File: src/rtl/bsg_axil_to_fifos_tx.sv
`default_nettype none
// ============================================================================
// Module   : bsg_axil_to_fifos_tx
// Brief    : AXI4-Lite write slave that turns writes to a per-FIFO transmit
//            data register (TDR) into pushes on outbound valid/ready FIFOs.
//            Each write gets exactly one B response (OKAY/SLVERR/DECERR).
// Revision : 1.0 - initial release
// ============================================================================
module bsg_axil_to_fifos_tx #(
  parameter int                           num_fifos_p       = 2,
  parameter int                           base_addr_width_p = 8,
  parameter logic [31:0]                  axil_base_addr_p  = 32'h0000_0000,
  parameter logic [base_addr_width_p-1:0] ofs_tdr_p         = base_addr_width_p'('h10)
) (
  input  logic                         clk_i,
  input  logic                         reset_i,

  input  logic [31:0]                  awaddr_i,
  input  logic                         awvalid_i,
  output logic                         awready_o,

  input  logic [31:0]                  wdata_i,
  input  logic [3:0]                   wstrb_i,
  input  logic                         wvalid_i,
  output logic                         wready_o,

  output logic [1:0]                   bresp_o,
  output logic                         bvalid_o,
  input  logic                         bready_i,

  output logic [num_fifos_p-1:0]       tx_v_o,
  output logic [num_fifos_p-1:0][31:0] tx_data_o,
  input  logic [num_fifos_p-1:0]       tx_ready_i
);

  localparam logic [1:0] c_resp_okay   = 2'b00;
  localparam logic [1:0] c_resp_slverr = 2'b10;
  localparam logic [1:0] c_resp_decerr = 2'b11;

  typedef enum logic [1:0] {
    E_WR_COLLECT = 2'd0,
    E_WR_PUSH    = 2'd1,
    E_WR_RESP    = 2'd2
  } state_e;

  state_e      state_r;
  logic        aw_got_r;
  logic        w_got_r;
  logic [31:0] addr_r;
  logic [31:0] data_r;
  logic [3:0]  strb_r;
  logic [1:0]  bresp_r;

  logic                   w_in_collect;
  logic                   w_in_push;
  logic                   w_in_resp;
  logic                   w_aw_hs;
  logic                   w_w_hs;
  logic [num_fifos_p-1:0] w_idx_hit;
  logic                   w_any_hit;
  logic                   w_tdr;
  logic                   w_push;
  logic                   w_push_ready;
  logic [1:0]             w_err_resp;

  // Reset masks every output in the same cycle, so state is qualified here.
  assign w_in_collect = (state_r == E_WR_COLLECT) && !reset_i;
  assign w_in_push    = (state_r == E_WR_PUSH)    && !reset_i;
  assign w_in_resp    = (state_r == E_WR_RESP)    && !reset_i;

  assign awready_o = w_in_collect && !aw_got_r;
  assign wready_o  = w_in_collect && !w_got_r;
  assign w_aw_hs   = awvalid_i && awready_o;
  assign w_w_hs    = wvalid_i && wready_o;

  // One comparator per FIFO window; indices are distinct so at most one hits.
  for (genvar i = 0; i < num_fifos_p; i++) begin : g_decode
    localparam logic [31:0] c_idx = 32'(i) + (axil_base_addr_p >> base_addr_width_p);
    assign w_idx_hit[i] = (addr_r[31:base_addr_width_p] == c_idx[31-base_addr_width_p:0]);
    assign tx_data_o[i] = data_r;
  end

  // Low address bits are compared in full, so unaligned TDR accesses miss.
  assign w_any_hit    = |w_idx_hit;
  assign w_tdr        = (addr_r[base_addr_width_p-1:0] == ofs_tdr_p);
  assign w_push       = w_any_hit && w_tdr && (strb_r == 4'hF);
  assign w_push_ready = |(w_idx_hit & tx_ready_i);
  assign w_err_resp   = w_any_hit ? c_resp_slverr : c_resp_decerr;

  assign tx_v_o   = (w_in_push && w_push) ? w_idx_hit : '0;
  assign bvalid_o = w_in_resp;
  assign bresp_o  = w_in_resp ? bresp_r : 2'b00;

  // Write-channel FSM: gather AW and W, push or reject, then hold B.
  always_ff @(posedge clk_i) begin
    if (reset_i) begin
      state_r  <= E_WR_COLLECT;
      aw_got_r <= 1'b0;
      w_got_r  <= 1'b0;
      addr_r   <= '0;
      data_r   <= '0;
      strb_r   <= '0;
      bresp_r  <= '0;
    end else begin
      case (state_r)
        E_WR_COLLECT: begin
          if (w_aw_hs) begin
            addr_r   <= awaddr_i;
            aw_got_r <= 1'b1;
          end
          if (w_w_hs) begin
            data_r  <= wdata_i;
            strb_r  <= wstrb_i;
            w_got_r <= 1'b1;
          end
          if ((aw_got_r || w_aw_hs) && (w_got_r || w_w_hs)) begin
            state_r <= E_WR_PUSH;
          end
        end
        E_WR_PUSH: begin
          if (w_push) begin
            if (w_push_ready) begin
              bresp_r <= c_resp_okay;
              state_r <= E_WR_RESP;
            end
          end else begin
            bresp_r <= w_err_resp;
            state_r <= E_WR_RESP;
          end
        end
        E_WR_RESP: begin
          if (bready_i) begin
            aw_got_r <= 1'b0;
            w_got_r  <= 1'b0;
            state_r  <= E_WR_COLLECT;
          end
        end
        default: begin
          state_r <= E_WR_COLLECT;
        end
      endcase
    end
  end

endmodule
`default_nettype wire

File: config.mk
export PLATFORM = sky130hd
export DESIGN_NAME = bsg_axil_to_fifos_tx
export DESIGN_NICKNAME = d
export VERILOG_FILES = /design/src/rtl/bsg_axil_to_fifos_tx.sv
export SDC_FILE = /design/constraint.sdc
export NUM_CORES = 1
export LEC_CHECK = 0
export CORE_MARGIN = 3
export CORE_UTILIZATION = 25
export CTS_BUF_LIST = sky130_fd_sc_hd__clkbuf_4
export DETAILED_ROUTE_END_ITERATION = 6
export GPL_TIMING_DRIVEN = 0
export HOLD_SLACK_MARGIN = 0.15
export PLACE_DENSITY = 0.5
export SETUP_SLACK_MARGIN = 0.05
export SYNTH_ARGS = -nofsm -noshare
export SYNTH_HDL_FRONTEND = slang
export SYNTH_SLANG_ARGS = --single-unit
File: constraint.sdc
create_clock -name clk_i -period 3.93 [get_ports clk_i]
set_input_delay 0.393 -clock clk_i [delete_from_list [all_inputs] [get_ports clk_i]]
set_output_delay 0.393 -clock clk_i [all_outputs]
set_load 0.02 [all_outputs]
==> results.yml <==
setup_path:
  critPathCaptureType: "output port"
  worstPathArrival_ps: 2440
  max_stage_delay_ps: 600
  critPathRequiredTime_ps: 3540
  cp.depth: 5
  setup.worst_path.end: "tx_v_o[1]"
  startpoint: "addr_r[25]$_SDFFE_PP0P_"
  cp_num_buf_inv: 1
  path_max_fanout: 6
  critPathTopFamily: "simple AND/OR/NAND/NOR gates"
  worstSetupStartpointType: "register"
  crit_path_cell_trace: "nor4_1 > nand4_1 > nor2_1 > and4_1 > clkdlybuf4s50_1"
  r2r-end: "data_r[26]$_SDFFE_PP0P_"
  worst-setup-path-type: "reg -> out"
  ff2ff_setup_slack_ps: 2230
  r2r-start: "state_r[1]$_SDFFE_PP0P_"
  r2r_cells: 5
  cpMaxStageDelayCell: "clkdlybuf4s50_1"
floorplan:
  fp.dieArea_um2: 13900
  ios: 146
  core_um2: 12200
  die-height_um: 118
  start_util_pct: 25.8
  fp.dieW_um: 118
  num_rows: 40
logic_synthesis:
  yosys.area.top_type_share_pct: 47.2
  syn-num-nets: 456
  synthCells: 381
  avgSynthCellArea_um2: 8.24
  synth.distinct_cells: 33
  synth.most_common_cell: "nand2_1"
  ys_ff_latch: 74
  synth_area_um2: 3140
  synth_edf_count: 0
  yosys-top-cells-count: "141 x nand2_1, 74 x dfxtp_1, 46 x a21oi_1, 37 x buf_4, 24 x a21oi_2"
  synth_top_cell_by_area: "dfxtp_1"
  async_reset_ff_share_pct: 0
  synth_area_leaders: "dfxtp_1 47%, nand2_1 17%, buf_4 8.8%"
  yosys_warnings: 0
  ys.flop_type: "dfxtp_1"
  yosysSeqAreaShare_pct: 47.2
sta:
  slew_headroom_pct: 51.7
  finalHoldViolCount: 0
  setup_viol: 0
  skew_ps: 13.4
  rsz0062_at_grt: "no"
  setup_tns_ps: 0
  slew_violations: 0
  final.period_utilization_pct: 72.1
  finalCriticalPeriod_ps: 2830
  timing.fmax_mhz: 353
  tightestPinTransition_ps: 725
power:
  clockPowerShare_pct: 28.2
  p_seq_share_pct: 49.4
  p_switching_uw: 465
  intPower_mw: 1.20
  comb_power_share_pct: 22.5
  swShare_pct: 27.9
  peakVddDrop_mv: 0.139
  power.static_leakage_nw: 1.75
  p_per_area_nw_per_um2: 339
run:
  max_cap_violations: 0
clocking:
  post_cts_resized: 0
  numCtsBuffers: 9
  insertion_delay_ps: 400
  root_buffer: "clkbuf_4"
  cts_tree: "yes"
  cts.clk_slew.worst_paths_ps: 120
  clk_path_buf_depth: 2
  hold_buffers: 0
  cts_max_level: 3
  cts_setup_buffers: 0
  cts_sinks: 74
detailed_routing:
  dr.pass1.iters: 4
  vias: 2959
  via_per_inst: 4.17
  drc: 0
  drt_iter0_markers: 112
  drt_wl_total_mm: 9.13
  wl_per_cell_um: 12.9
  ant_nets: 0
cells_and_area:
  drive_above_1_share_pct: 15.3
  utilization_pct: 40.6
  diodes: 0
  area_growth_pct: 57.1
  nNetsFinal: 612
place:
  place_congestion: 0.783
  port_buffers: 145
  dp_hpwl_mm: 7.04
global_route:
  grt_util_all_layers_pct: 13.0
  globalRouteOverflowTotal: 0
  grt_pass1_vias: 2948
  grt_pass1_wl_mm: 14.8
  antenna_found_initial: 0
  grt_max_degree: 12
outcome:
  status: "finished, final reports clean"
hold_path:
  worstHoldPathType: "reg -> reg"
==> flip-flops by register name (all words and copies together), names as in the netlist <==
signal,count
addr_r,32
data_r,32
strb_r,4
bresp_r,2
state_r,2
aw_got_r,1
w_got_r,1
==> area by class of cell <==
cell class,instances,area [um2]
Fill cell,1287,7230
Sequential cell,74,1480
Timing Repair Buffer,145,1450
Multi-Input combinational cell,253,1290
Buffer,54,365
Tap cell,168,210
Clock buffer,12,90.1
Clock inverter,3,41.3
==> layout by cell type, fill, tap and decap left out, types with 2 or more instances in the layout <==
| cell type | n |
|---|---|
| a21oi_1 | 46 |
| a21oi_2 | 24 |
| and2_1 | 4 |
| buf_4 | 37 |
| buf_6 | 3 |
| clkbuf_1 | 13 |
| clkbuf_4 | 12 |
| clkdlybuf4s50_1 | 145 |
| dfxtp_1 | 74 |
| nand2_1 | 141 |
| nand2b_1 | 2 |
| nand4b_1 | 2 |
| nor2_1 | 3 |
| nor2b_1 | 5 |
| nor4_1 | 6 |
| o21bai_1 | 2 |
==> layer usage <==
| layer | part of all wire [%] | GRT usage, % | routed length [um] |
|---|---|---|---|
| met5 | 0 | 0 | 0 |
| met4 | 0.90 | 4.18 | 82 |
| met3 | 6.0 | 2.84 | 545 |
| met2 | 45 | 21.1 | 4080 |
| met1 | 48 | 17.1 | 4420 |
==> how the worst min path moves through the flow <==
stage,from,depth (start not counted),to,slack (ps)
2_1_floorplan,strb_r[2]$_SDFFE_PP0P_,2,strb_r[2]$_SDFFE_PP0P_,430
3_5_place_dp,addr_r[21]$_SDFFE_PP0P_,2,addr_r[21]$_SDFFE_PP0P_,450
4_1_cts,addr_r[21]$_SDFFE_PP0P_,2,addr_r[21]$_SDFFE_PP0P_,460
3_3_place_gp,addr_r[23]$_SDFFE_PP0P_,2,addr_r[23]$_SDFFE_PP0P_,450
5_1_grt,addr_r[7]$_SDFFE_PP0P_,2,addr_r[7]$_SDFFE_PP0P_,490
6_report,addr_r[21]$_SDFFE_PP0P_,2,addr_r[21]$_SDFFE_PP0P_,460
==> power groups by stage <==
| stage | sequential (mW) | combinational, mW | clock [mW] |
|---|---|---|---|
| floorplan | 0.854 | 0.178 | 0 |
| CTS | 0.825 | 0.382 | 0.494 |
| finish | 0.824 | 0.375 | 0.470 |
| global placement | 0.841 | 0.377 | 0 |
| detailed placement | 0.842 | 0.381 | 0 |
| global route | 0.832 | 0.410 | 0.523 |
==> worst register-to-register path: stages, from the launching register on <==
cell      delay [ps]
dfxtp_1          410
nor4_4           330
nand2_1          310
clkbuf_1         320
nand2_1          120
a21oi_1           70
==> stage by stage <==
| step | setup WS, ps | area (um2) | cells | total power, mW | hold WS, ps |
|---|---|---|---|---|---|
| 3_5_place_dp | 1350 | 4800 | 694 | 1.22 | 448 |
| 4_1_cts | 984 | 4930 | 709 | 1.70 | 463 |
| 2_1_floorplan | 2110 | 3140 | 381 | 1.03 | 432 |
| 5_1_grt | 873 | 4930 | 709 | 1.76 | 486 |
| 6_report | 1100 | 4930 | 709 | 1.67 | 460 |
| 3_3_place_gp | 1370 | 4800 | 694 | 1.22 | 446 |
==> cells by family (layout without fill, tap and decap cells) <==
| family | Yosys count | count (layout) | synth area share [%] |
|---|---|---|---|
| flops | 74 | 74 | 47.2 |
| buf+inv | 54 | 214 | 11.6 |
| simple gates | 174 | 174 | 24.9 |
| compound gates | 78 | 78 | 15.9 |
| mux | 1 | 1 | 0.319 |
(Power assumes the default switching activity.)
